File: src/rtl/intr_ctrl.sv
// ---------------------------------------------------------------------------
// intr_ctrl - interrupt sequencer for the 5-stage MIPS pipeline core.
//
// Latches rising edges of the level interrupt requests into a pending
// register, masks them, picks the lowest-index unmasked source and walks the
// pipeline through interrupt entry (stall IF, flush ID, wait for the back end
// to drain, redirect to the handler vector) and ERET return (redirect to EPC).
//
// Ports
//   clk, rst           : clock, synchronous active-high reset
//   irq                : level interrupt requests (already synchronous)
//   im_wen, im_din     : interrupt mask write port
//   id_pc, id_valid    : PC / valid of the instruction in ID
//   id_branch          : ID holds a branch/jump (no interrupt this cycle)
//   eret               : valid ERET decoded in ID
//   drain_done         : EXE/MEM/WB hold no uncommitted instruction
//   if_stall, flush_id : pipeline freeze / ID invalidate
//   redirect, redirect_pc : PC load request and target
//   epc, cause         : saved return PC, one-hot source being serviced
//   in_isr, ie         : handler running, global interrupt enable
//   pending            : latched pending requests
//   state              : FSM state for debug
// ---------------------------------------------------------------------------
module intr_ctrl #(
    parameter int                 NUM_IRQ     = 4,
    parameter logic [31:0]        VECTOR_ADDR = 32'h0000_0004,
    parameter logic [NUM_IRQ-1:0] IM_RESET    = '1
) (
    input  logic               clk,
    input  logic               rst,
    input  logic [NUM_IRQ-1:0] irq,
    input  logic               im_wen,
    input  logic [NUM_IRQ-1:0] im_din,
    input  logic [31:0]        id_pc,
    input  logic               id_valid,
    input  logic               id_branch,
    input  logic               eret,
    input  logic               drain_done,
    output logic               if_stall,
    output logic               flush_id,
    output logic               redirect,
    output logic [31:0]        redirect_pc,
    output logic [31:0]        epc,
    output logic [NUM_IRQ-1:0] cause,
    output logic               in_isr,
    output logic               ie,
    output logic [NUM_IRQ-1:0] pending,
    output logic [2:0]         state
);

    typedef enum logic [2:0] {
        IDLE   = 3'd0,
        DRAIN  = 3'd1,
        VECTOR = 3'd2,
        ISR    = 3'd3,
        RET    = 3'd4
    } state_t;

    localparam logic [NUM_IRQ-1:0] ONE = NUM_IRQ'(1);

    state_t             state_q, state_d;
    logic [NUM_IRQ-1:0] pending_q, pending_d;
    logic [NUM_IRQ-1:0] irq_prev_q;
    logic [NUM_IRQ-1:0] im_q, im_d;
    logic [NUM_IRQ-1:0] cause_q, cause_d;
    logic [31:0]        epc_q, epc_d;
    logic               ie_q, ie_d;

    logic [NUM_IRQ-1:0] masked;
    logic [NUM_IRQ-1:0] sel;
    logic [NUM_IRQ-1:0] rise;
    logic               take;

    assign masked = pending_q & im_q;
    // x & -x isolates the lowest set bit: lowest index has highest priority.
    assign sel    = masked & (~masked + ONE);
    assign rise   = irq & ~irq_prev_q;
    assign take   = (state_q == IDLE) & ie_q & (|masked) & id_valid
                    & ~id_branch & ~eret;

    // ---------------- state register ----------------
    always_ff @(posedge clk) begin
        if (rst) begin
            state_q <= IDLE;
        end else begin
            state_q <= state_d;
        end
    end

    // ---------------- next-state logic ----------------
    always_comb begin
        state_d = state_q;
        case (state_q)
            IDLE:    if (take) state_d = DRAIN;
            DRAIN:   if (drain_done) state_d = VECTOR;
            VECTOR:  state_d = ISR;
            ISR:     if (eret) state_d = RET;
            RET:     state_d = IDLE;
            default: state_d = IDLE;
        endcase
    end

    // ---------------- output decode ----------------
    always_comb begin
        if_stall    = 1'b0;
        flush_id    = 1'b0;
        redirect    = 1'b0;
        redirect_pc = 32'h0;
        in_isr      = 1'b0;
        case (state_q)
            DRAIN: begin
                if_stall = 1'b1;
                flush_id = 1'b1;
            end
            VECTOR: begin
                redirect    = 1'b1;
                redirect_pc = VECTOR_ADDR;
                flush_id    = 1'b1;
            end
            ISR: begin
                in_isr   = 1'b1;
                flush_id = eret;
            end
            RET: begin
                redirect    = 1'b1;
                redirect_pc = epc_q;
            end
            default: ;
        endcase
    end

    // ---------------- interrupt bookkeeping ----------------
    always_comb begin
        // A new rise on the bit being cleared wins over the clear.
        pending_d = (pending_q & ~(take ? sel : '0)) | rise;
        im_d      = im_wen ? im_din : im_q;
        epc_d     = epc_q;
        cause_d   = cause_q;
        ie_d      = ie_q;
        if (take) begin
            epc_d   = id_pc;
            cause_d = sel;
            ie_d    = 1'b0;
        end else if (state_q == RET) begin
            cause_d = '0;
            ie_d    = 1'b1;
        end
    end

    always_ff @(posedge clk) begin
        if (rst) begin
            pending_q  <= '0;
            irq_prev_q <= '0;
            im_q       <= IM_RESET;
            epc_q      <= 32'h0;
            cause_q    <= '0;
            ie_q       <= 1'b1;
        end else begin
            pending_q  <= pending_d;
            irq_prev_q <= irq;
            im_q       <= im_d;
            epc_q      <= epc_d;
            cause_q    <= cause_d;
            ie_q       <= ie_d;
        end
    end

    assign epc     = epc_q;
    assign cause   = cause_q;
    assign ie      = ie_q;
    assign pending = pending_q;
    assign state   = state_q;

endmodule

File: config.mk
export PLATFORM = sky130hd
export DESIGN_NAME = intr_ctrl
export DESIGN_NICKNAME = d
export VERILOG_FILES = /design/src/rtl/intr_ctrl.sv
export SDC_FILE = /design/constraint.sdc
export NUM_CORES = 1
export LEC_CHECK = 0
export CORE_ASPECT_RATIO = 2
export CORE_MARGIN = 5
export CORE_UTILIZATION = 30
export CTS_CLUSTER_SIZE = 8
export DETAILED_ROUTE_END_ITERATION = 10
export GPL_TIMING_DRIVEN = 0
export HOLD_SLACK_MARGIN = 0.08
export PLACE_DENSITY = 0.62
export SYNTH_ARGS = -nofsm -noshare
export SYNTH_HDL_FRONTEND = slang
export SYNTH_SLANG_ARGS = --single-unit
File: constraint.sdc
create_clock -name clk -period 2.2 [get_ports clk]
set_input_delay 0.22 -clock clk [delete_from_list [all_inputs] [get_ports clk]]
set_output_delay 0.22 -clock clk [all_outputs]
set_load 0.01 [all_outputs]
==> results.md <==
| Step | Metric | Value |
|:---|:---|:---|
| drt | Number of vias in the routed layout | 2333 |
| synth | Distinct cells, synth | 36 |
| drt | Number of antenna-violating nets in the routed design | 0 |
| synth | Area fraction of the dominant cell type after synthesis | 0.442 |
| clock tree | Clock Path Buffers | 2 |
| floorplanning | Chip width | 72.7 µm |
| clock tree | Total CTS buffers | 5 |
| timing | Maximum clock rate | 0.480 GHz |
| timing | Tightest Pin Transition | 587 ps |
| critical path | Crit path required time | 1980 ps |
| power | Worst vdd rail ir drop | 0.513 mV |
| critical path | Slowest-stage cell, CP | clkdlybuf4s50_1 |
| timing | Final Max Slew Viols | 0 |
| clock tree | Insertion delay of the later-clocked pin in the worst-skew pair | 290 ps |
| timing | WHS | 306 ps |
| clock tree | CTS root buf | clkbuf_16 |
| grt | Vias in the first global route | 2390 |
| clock tree | Sinks on Clock Net | 52 |
| critical path | Startpoint type of the worst setup path | flop |
| drt | Average wire per cell in the routed design | 15.9 µm |
| synth | Largest area contributor in the synthesized netlist | dfxtp_1 |
| synth | Post-synthesis share of cell area spent on and, or, nand and nor gates | 0.290 |
| floorplanning | Area of the die | 9840 µm² |
| clock tree | Clock tree from TritonCTS | built |
| synth | Cell with the most instances after synthesis | nand2_1 |
| synth | Synth Flop Type | dfxtp_1 |
| cells and area | Layout cell share with drive strength beyond 1 | 0.0640 |
| timing | Unrepaired setup endpoints after global routing | no |
| timing | Minimum clock period | 2080 ps |
| power | Power density over the cells | 628 nW/µm² |
| grt | First-pass GRT wire length | 12600 µm |
| synth | Flop and latch count out of synthesis | 52 |
| critical path | Element type at the critical path end | output port |
| critical path | CP cell instances | clkbuf_8 > nor3b_4 > buf_6 > and2_1 > clkdlybuf4s50_1 |
| floorplanning | Total I/O pin count | 127 |
| synth | Mapped Cells | 271 |
| synth | Compound-Gate Fraction of Synth Area | 0.0616 |
| synth | Synthesized-area fraction occupied by xor and xnor cells | 0 |
| synth | Dominant combinational cell family by area after synthesis | simple AND/OR/NAND/NOR gates |
| timing | Max-slew headroom at the worst pin | 0.603 |
| timing | Setup clock skew after layout | 2.51 ps |
| critical path | Flop2flop setup slack | 230 ps |
| drt | DRC violation count after routing | 0 |
| timing | Period utilization | 0.947 |
| synth | Post-synthesis area per instance | 8.70 µm² |
| cells and area | Net count, final | 452 |
| synth | Netlist area before placement | 2360 µm² |
| synth | Count of flip-flops with a built-in enable after synthesis | 0 |
| timing | Hold Fails Final Rpt | 0 |
| run status | Result of the run | complete, no violations |
| clock tree | Post-CTS Hold Buffers | 0 |
| synth | Share of async-settable or async-resettable flops after synthesis | 0 |
| critical path | Startpoint-to-endpoint class of the critical path | reg2out |
| clock tree | Post-CTS clock slew at the launch and capture registers of the worst setup and hold paths | 70 ps |
| critical path | Dominant delay contributor by cell family on the critical path | buffers and inverters |
| critical path | Number of buffer and inverter stages on the critical path | 3 |
| grt | Largest net degree at the start of global routing | 17 |
| synth | Share of cell area taken by muxes after synthesis | 0.158 |
| power | Static Leakage | 0.00165 µW |
| place | Global placement routability congestion | 0.744 |
| synth | Yosys warning total | 0 |
| cells and area | Utilization after layout | 0.519 |
| drt | Count of routing violations after the opening detailed-route iteration | 113 |
| grt | GRT Resource Usage Total | 0.166 |
| floorplanning | Die Ht | 135 µm |
| floorplanning | Initial standard-cell utilization of the core | 0.308 |
| critical path | Crit Path Max Fanout | 10 |
| flow run | Max-cap viol count | 0 |
| hold path | Hold crit path type | in2reg |
| drt | Vias/cell | 4.67 |
| synth | Most numerous cell types in the synthesized netlist | nand2_1 (76), dfxtp_1 (52), mux2i_1 (36) |
| floorplanning | Core box area | 7660 µm² |
| critical path | Worst path arrival time | 1860 ps |
| synth | Top area cells in the synthesized netlist | dfxtp_1 (44%), mux2i_1 (15%), nand2_1 (12%) |
| synth | Sequential fraction of the synthesis area | 0.442 |
| clock tree | Count of H-tree levels built during CTS | 2 |
| synth | Post-synthesis adder-cell area fraction | 0 |
| synth | Syn_nets | 318 |
| critical path | Largest stage delay on the critical path | 570 ps |
| grt | Number of antenna violations at the first check in global routing | 0 |
| place | Number of input and output port buffers inserted | 124 |
| floorplanning | Rows | 45 |
| cells and area | Antenna cell count | 0 |
| place | Detailed-placement wirelength estimate | 6240 µm |
| cells and area | Area Growth Syn to Fin | 68.6% |
| timing | Final setup violating endpoints | 0 |
| grt | Leftover overflow at the end of global routing | 0 |
| drt | Length of the first detailed-routing pass in iterations | 4 |
| drt | Routed wire length | 7970 µm |
[worst reg2reg max path, stage by stage (launching register included)]
cell,delay (ps)
dfxtp_1,380
or4b_4,590
a211oi_2,270
buf_4,270
buf_6,200
mux2i_1,200
[flip-flops by register name, summed over array words and instances (netlist names)]
register	cells
ie	1
pending	4
epc	32
state	3
irq_prev_q	4
im_q	4
cause	4
[metal layers]
| layer | part of all wire | global-route usage | wire, µm | vias to the layer above |
|---|---|---|---|---|
| met2 | 0.59 | 0.326 | 4730 | 71 |
| met1 | 0.34 | 0.159 | 2700 | 1101 |
| met4 | 0.015 | 0.0637 | 116 | 0 |
| met5 | 0 | 0 | 0 | - |
| li1 | - | - | - | 1155 |
| met3 | 0.053 | 0.0364 | 419 | 6 |
[worst paths after layout]
check,from,endpoint,depth (start not counted)
max reg2reg,state[1],epc[24],5
max,state[0],redirect_pc[28],5
min reg2reg,irq_prev_q[2],pending[2],2
min,im_wen,im_q[3],3
[metrics by stage]
stage	TNS [ps]	total power, µW	worst slack [ps]	area [µm²]	instances
after global routing	0	2590	28.0	3980	500
after floorplan	0	1200	428	2360	271
final	0	2500	116	3980	500
after global placement	-19660	1400	-711	3720	489
after CTS	0	2530	109	3980	500
after detailed placement	-19990	1400	-733	3720	489
[placed cells by master (no fill, tap or decap), types with 2 or more instances in the layout]
cell,Yosys,routed
o32ai_1,2,2
a32o_1,2,2
nor2_1,6,6
buf_6,2,3
a21oi_1,4,4
o2bb2ai_1,2,2
nor3_1,2,2
inv_1,4,4
dlygate4sd2_1,0,30
clkbuf_16,0,5
bufinv_16,0,3
nor2b_1,6,6
nor3b_1,4,3
nand3b_1,3,3
and2_1,32,32
o211a_1,2,2
nand4_1,2,2
dfxtp_1,52,52
nand2_1,76,76
mux2i_1,36,36
nand2b_1,2,2
buf_4,1,4
clkbuf_8,0,4
clkdlybuf4s50_1,0,94
clkbuf_1,14,9
[cell families (layout without fill, tap and decap cells)]
logic type / after synthesis / in the layout
buffers and inverters: 25 / 160
multiplexers: 37 / 37
flip-flops: 52 / 52
AND/OR/NAND/NOR: 139 / 139
AO/OA/AOI/OAI: 18 / 18
[final cells by class]
| type | instances | area (µm²) |
|---|---|---|
| Multi-Input combinational cell | 194 | 1210 |
| Clock buffer | 5 | 125 |
| Tap cell | 94 | 118 |
| Fill cell | 787 | 3680 |
| Clock inverter | 3 | 90.1 |
| Sequential cell | 52 | 1040 |
| Timing Repair Buffer | 127 | 1230 |
| Inverter | 5 | 18.8 |
| Buffer | 20 | 140 |
[report_power, final]
part	total [µW]	internal [µW]	switching (µW)
clock	1110	767	347
combinational	362	211	152
sequential	1020	984	35.8
total	2500	1960	535
[repair_timing]
item / in CTS / in global routing
resized for setup: 47 / 0
endpoints found under the setup margin: 31 / 0
buffers inserted: 3 / 0
Note: power is estimated with default switching activity, not from simulation.
==> RTL change 1 (same flow settings) <==
Reset style: asynchronous (`rst`), changed in 2 clocked blocks. Comments in the files are not updated.
--- a/src/rtl/intr_ctrl.sv
+++ b/src/rtl/intr_ctrl.sv
@@ -79,7 +79,7 @@
                     & ~id_branch & ~eret;
 
     // ---------------- state register ----------------
-    always_ff @(posedge clk) begin
+    always_ff @(posedge clk or posedge rst) begin
         if (rst) begin
             state_q <= IDLE;
         end else begin
@@ -147,7 +147,7 @@
         end
     end
 
-    always_ff @(posedge clk) begin
+    always_ff @(posedge clk or posedge rst) begin
         if (rst) begin
             pending_q  <= '0;
             irq_prev_q <= '0;
Check against the original RTL: differs if rst is asserted again (counterexample within 4 cycles, from zero or initial values and one cycle with rst high); with rst held inactive, the same outputs for 10 cycles.
==> RTL change 1 against the unedited design <==
Die area increased by 2.9%; final area increased by 1.4%; setup slack got worse by 0.081 ns; sequential share of layout area increased by 6.2 points; synthesized area increased by 3.3%; wire length decreased by 5.5%; cell count decreased by 16%; sequential cell count unchanged; critical path depth unchanged; synthesized cell count decreased by 30%; critical endpoint is now redirect_pc[21]; highest routed layer unchanged.
Power is not compared: it rests on default switching activity, and its combinational part moved more than twofold at a synthesized area within 25%.
==> RTL change 1: results (changes against the unedited design) <==
- Metal2 WL: 4260 µm (-10%)
- Reg2reg setup slack: 0.49 ns (+0.26 ns)
- Filler cells: 754 (-4.2%)
- Worst hold slack: 0.273 ns (-0.0327 ns)
- First-pass GRT wire length: 11100 µm (-12%)
- Buffers added on ports: 126 (+1.6%)
- Clk_skew: 0.00463 ns (+0.00213 ns)
- Total number of sequential cells: 52 (unchanged)
- Non-Clock Buffer Area Fraction: 0.343 (-0.00151)
- Outcome: completed
- Post-DR wirelength/cell: 17.9 µm (+12%)
- Post-Syn Nets: 238 (-25%)
- Core area: 0.00794 mm² (+3.7%)
- Pre-CTS WS: -0.0756 ns (+0.657 ns)
- Crit. Startpoint: state[0]$_DFFE_PP0P_
- Met3 Resource Use GR: 0.0299 (-0.00646)
- Synth cell count leaders: dfrtp_1, and3_1, mux2_4, nand2_1
- Drt first pass iters: 4 (unchanged)
- Clock buf/inv share: 0.0406 (-0.0135)
- Initial antenna violation count: 0 (unchanged)
- GRT met1 Usage: 0.151 (-0.00846)
- Setup ws final: 0.0355 ns (-0.0806 ns)
- Wirelength, routed: 7530 µm (-5.5%)
- Setup crit end: redirect_pc[21]
- Netlist cell types: 27 (-25%)
- Synth area leaders: dfrtp_1, mux2_4, and3_1
- Multi-input gate area: 0.00103 mm² (-15%)
- Non-clock inverter count: 8 (+3)
- Largest net degree at the start of global routing: 33 (+16)
- CP peak stage delay: 0.55 ns (-0.02 ns)
- Worst min path class: input port to async pin
- Multi-input combinational cell count: 118 (-39%)
- Starting DRT DRC Count: 33 (-71%)
- Post-synthesis mux area share: 0.208 (+0.0505)
- Worst Path Arrival: 1.94 ns (+0.08 ns)
- Via Count: 1952 (-16%)
- Non-clock buffer count: 140 (-4.8%)
- Placed inst area: 0.00384 mm² (+3.2%)
- Seq/total area: 0.324 (+0.0623)
- Detailed placer's ending HPWL: 6000 µm (-3.9%)
- Synth Area in Compound Gates: 0.0606 (-0.000934)
- Num CTS Buffers: 5 (unchanged)
- Mapped Avg Cell Area: 12.7 µm² (+47%)
- Post-CTS setup repair buffer count: 0 (-3)
- Vias in the first global route: 2076 (-13%)
- GPL Wtd Cong: 0.776 (+4.2%)
- Worst r2r dst: epc[20]$_DFFE_PP0P_
- Sequential area share after synthesis: 0.537 (+0.0954)
- Number of clock buffers in the layout: 6 (+1)
- Met3 routed WL: 479 µm (+14%)
- Post-synthesis adder-cell area fraction: 0 (unchanged)
- Inst Count DP: 414 (-15%)
- Gr usage total: 0.147 (-0.0186)
- Fraction of layout instances using a drive strength above 1: 0.196 (+0.132)
- Post-Route M1 WL: 2640 µm (-2.1%)
- Post-layout util: 0.508 (-0.0114)
- Slew @ Worst Pin: 0.492 ns (-0.0941 ns)
- Final Net Count: 372 (-18%)
- GR Util met2: 0.281 (-0.0453)
- Ys async rst share: 1.00 (+1.00)
==> RTL change 1: cell count changes after synthesis, moves of 30 or more <==
| cell | before | now |
|---|---|---|
| and2_1 | 32 | 2 |
| and3_1 | 0 | 32 |
| dfrtp_1 | 0 | 47 |
| dfxtp_1 | 52 | 0 |
| mux2_4 | 0 | 30 |
| mux2i_1 | 36 | 0 |
| nand2_1 | 76 | 9 |
==> RTL change 1: cell families after synthesis <==
group,count (synthesis)
AND/OR/NAND/NOR,62
buffers and inverters,21
multiplexers,35
AO/OA/AOI/OAI,21
flip-flops,52
==> RTL change 1: repair_timing <==
| action | in CTS | in global routing |
|---|---|---|
| endpoints found under the setup margin | 30 | 31 |
| endpoints found under the hold margin | 0 | 0 |
| resized for setup | 11 | 9 |
==> RTL change 1: power by group <==
group | total [mW] | switching [mW] | internal (mW)
combinational | 2.26 | 0.863 | 1.39
clock | 0.885 | 0.349 | 0.536
sequential | 1.64 | 0.294 | 1.34
total | 4.78 | 1.51 | 3.27
==> RTL change 2 (config.mk and constraints unchanged) <==
Without the edit above. Change the parameter `NUM_IRQ` from 4 to 2.
--- a/src/rtl/intr_ctrl.sv
+++ b/src/rtl/intr_ctrl.sv
@@ -22,7 +22,7 @@
 //   state              : FSM state for debug
 // ---------------------------------------------------------------------------
 module intr_ctrl #(
-    parameter int                 NUM_IRQ     = 4,
+    parameter int                 NUM_IRQ     = 2,
     parameter logic [31:0]        VECTOR_ADDR = 32'h0000_0004,
     parameter logic [NUM_IRQ-1:0] IM_RESET    = '1
 ) (
Interface: changed (resized cause, im_din, irq and pending); port bits go from 127 to 119. No check against the original RTL was run, so the function may have changed too.
==> RTL change 2 against the unedited design <==
First-iteration DRC count decreased by 52%; sequential cell count decreased by 8; wire length decreased by 14%; clock skew about the same; non-clock buffer count decreased by 9; final area decreased by 9.9%; synthesized area decreased by 14%; power decreased by 25%; sequential power decreased by 17%; setup slack got worse by 0.050 ns.
==> RTL change 2: results (changes against the unedited design) <==
- Final Net Count: 406 (-10%)
- GPL Wtd Cong: 0.738 (-0.89%)
- Worst Hold Launch: rst
- Post-Route M1 WL: 2200 µm (-19%)
- Sequential area share after synthesis: 0.435 (-0.00651)
- H-tree depth: 2 (unchanged)
- Filler cells: 647 (-18%)
- Leakage: 1.73 nW (+5.0%)
- CP delay by family, top: buffers and inverters
- Crit-path max FO: 10 (unchanged)
- Gr usage total: 0.166 (about the same)
- Synth area leaders: dfxtp_1, mux2i_1, nand2_1
- Starting DRT DRC Count: 54 (-52%)
- Metal2 WL: 4180 µm (-12%)
- First-pass GRT wire length: 10700 µm (-15%)
- Detailed placer's ending HPWL: 5430 µm (-13%)
- CP peak stage delay: 0.54 ns (-0.03 ns)
- Crit path max-delay cell type: clkdlybuf4s50_1
- Largest net degree at the start of global routing: 13 (-4)
- Netlist cell types: 31 (-14%)
- Clk_skew: 0.00223 ns (-0.000277 ns)
- Met3 routed WL: 340 µm (-19%)
- Placed inst area: 0.00331 mm² (-11%)
- Post-CTS setup repair buffer count: 2 (-1)
- Fraction of layout instances using a drive strength above 1: 0.0826 (+0.0186)
- Synth cell count leaders: nand2_1, dfxtp_1, mux2i_1, and2_1, clkbuf_1
- Post-Syn Nets: 279 (-12%)
- Outcome: completed
- Worst r2r src: state[0]$_SDFFE_PP0P_
- Pre-CTS WS: -0.516 ns (+0.217 ns)
- YS warnings: 0 (unchanged)
- Crit. Startpoint: state[2]$_SDFFE_PP0P_
- Peak supply drop: 0.360 mV (-30%)
- Vias in the first global route: 2082 (-13%)
- Via Count: 2024 (-13%)
- Worst Path Arrival: 1.91 ns (+0.05 ns)
- Post_cts resized: 20 (-57%)
- Post-DR wirelength/cell: 15.1 µm (-5.2%)
- Initial antenna violation count: 0 (unchanged)
- Slew @ Worst Pin: 0.460 ns (-0.127 ns)
- Buffers added on ports: 117 (-5.6%)
RTL change 2: cell types whose count changed in the layout (fill, tap and decap cells not counted), sizes merged, moves of 4 or more:
cell / unedited run / this run
clkdlybuf4s50: 94 / 90
nand2: 76 / 71
dfxtp: 52 / 44
nor2b: 6 / 2
dlymetal6s2s: 0 / 21
dlygate4sd2: 30 / 6
RTL change 2: path summary, 6_finish.rpt:
kind	depth (start not counted)	endpoint	slack, ns
setup reg to reg	6	epc[5]$_SDFFE_PP0P_	0.41
setup / recovery	6	redirect_pc[28]	0.07
hold reg to reg	2	cause[1]$_SDFFE_PP0P_	0.47
hold / removal	2	pending[0]$_SDFF_PP0_	0.25
RTL change 2: layer usage:
| layer | vias up | track usage |
|---|---|---|
| met3 | 4 | 0.0312 |
| met4 | 0 | 0.0539 |
| met5 | - | 0 |
| li1 | 1013 | - |
| met2 | 61 | 0.331 |
| met1 | 946 | 0.156 |
RTL change 2: cell families after synthesis:
| group | synth area share |
|---|---|
| buffers and inverters | 0.0507 |
| AO/OA/AOI/OAI | 0.0426 |
| multiplexers | 0.174 |
| flip-flops | 0.435 |
| AND/OR/NAND/NOR | 0.297 |
RTL change 2: area by class of cell:
cell class / count / share of cell area
buffer: 17 / 0.0346
clock buffer: 7 / 0.0426
inverter: 3 / 0.00314
multi-input combinational: 171 / 0.294
sequential: 44 / 0.247
tap: 88 / 0.0307
timing repair buffer: 121 / 0.349
RTL change 2: per-stage QoR:
stage           util  instances
6_report       0.541        451
5_1_grt        0.541        451
4_1_cts        0.532        450
3_5_place_dp   0.499        441
3_3_place_gp   0.499        441
2_1_floorplan      -        236
RTL change 2: report_power, final:
group / internal, mW / switching (mW)
Clock: 0.476 / 0.286
Combinational: 0.159 / 0.103
Sequential: 0.823 / 0.0215
Total: 1.46 / 0.410
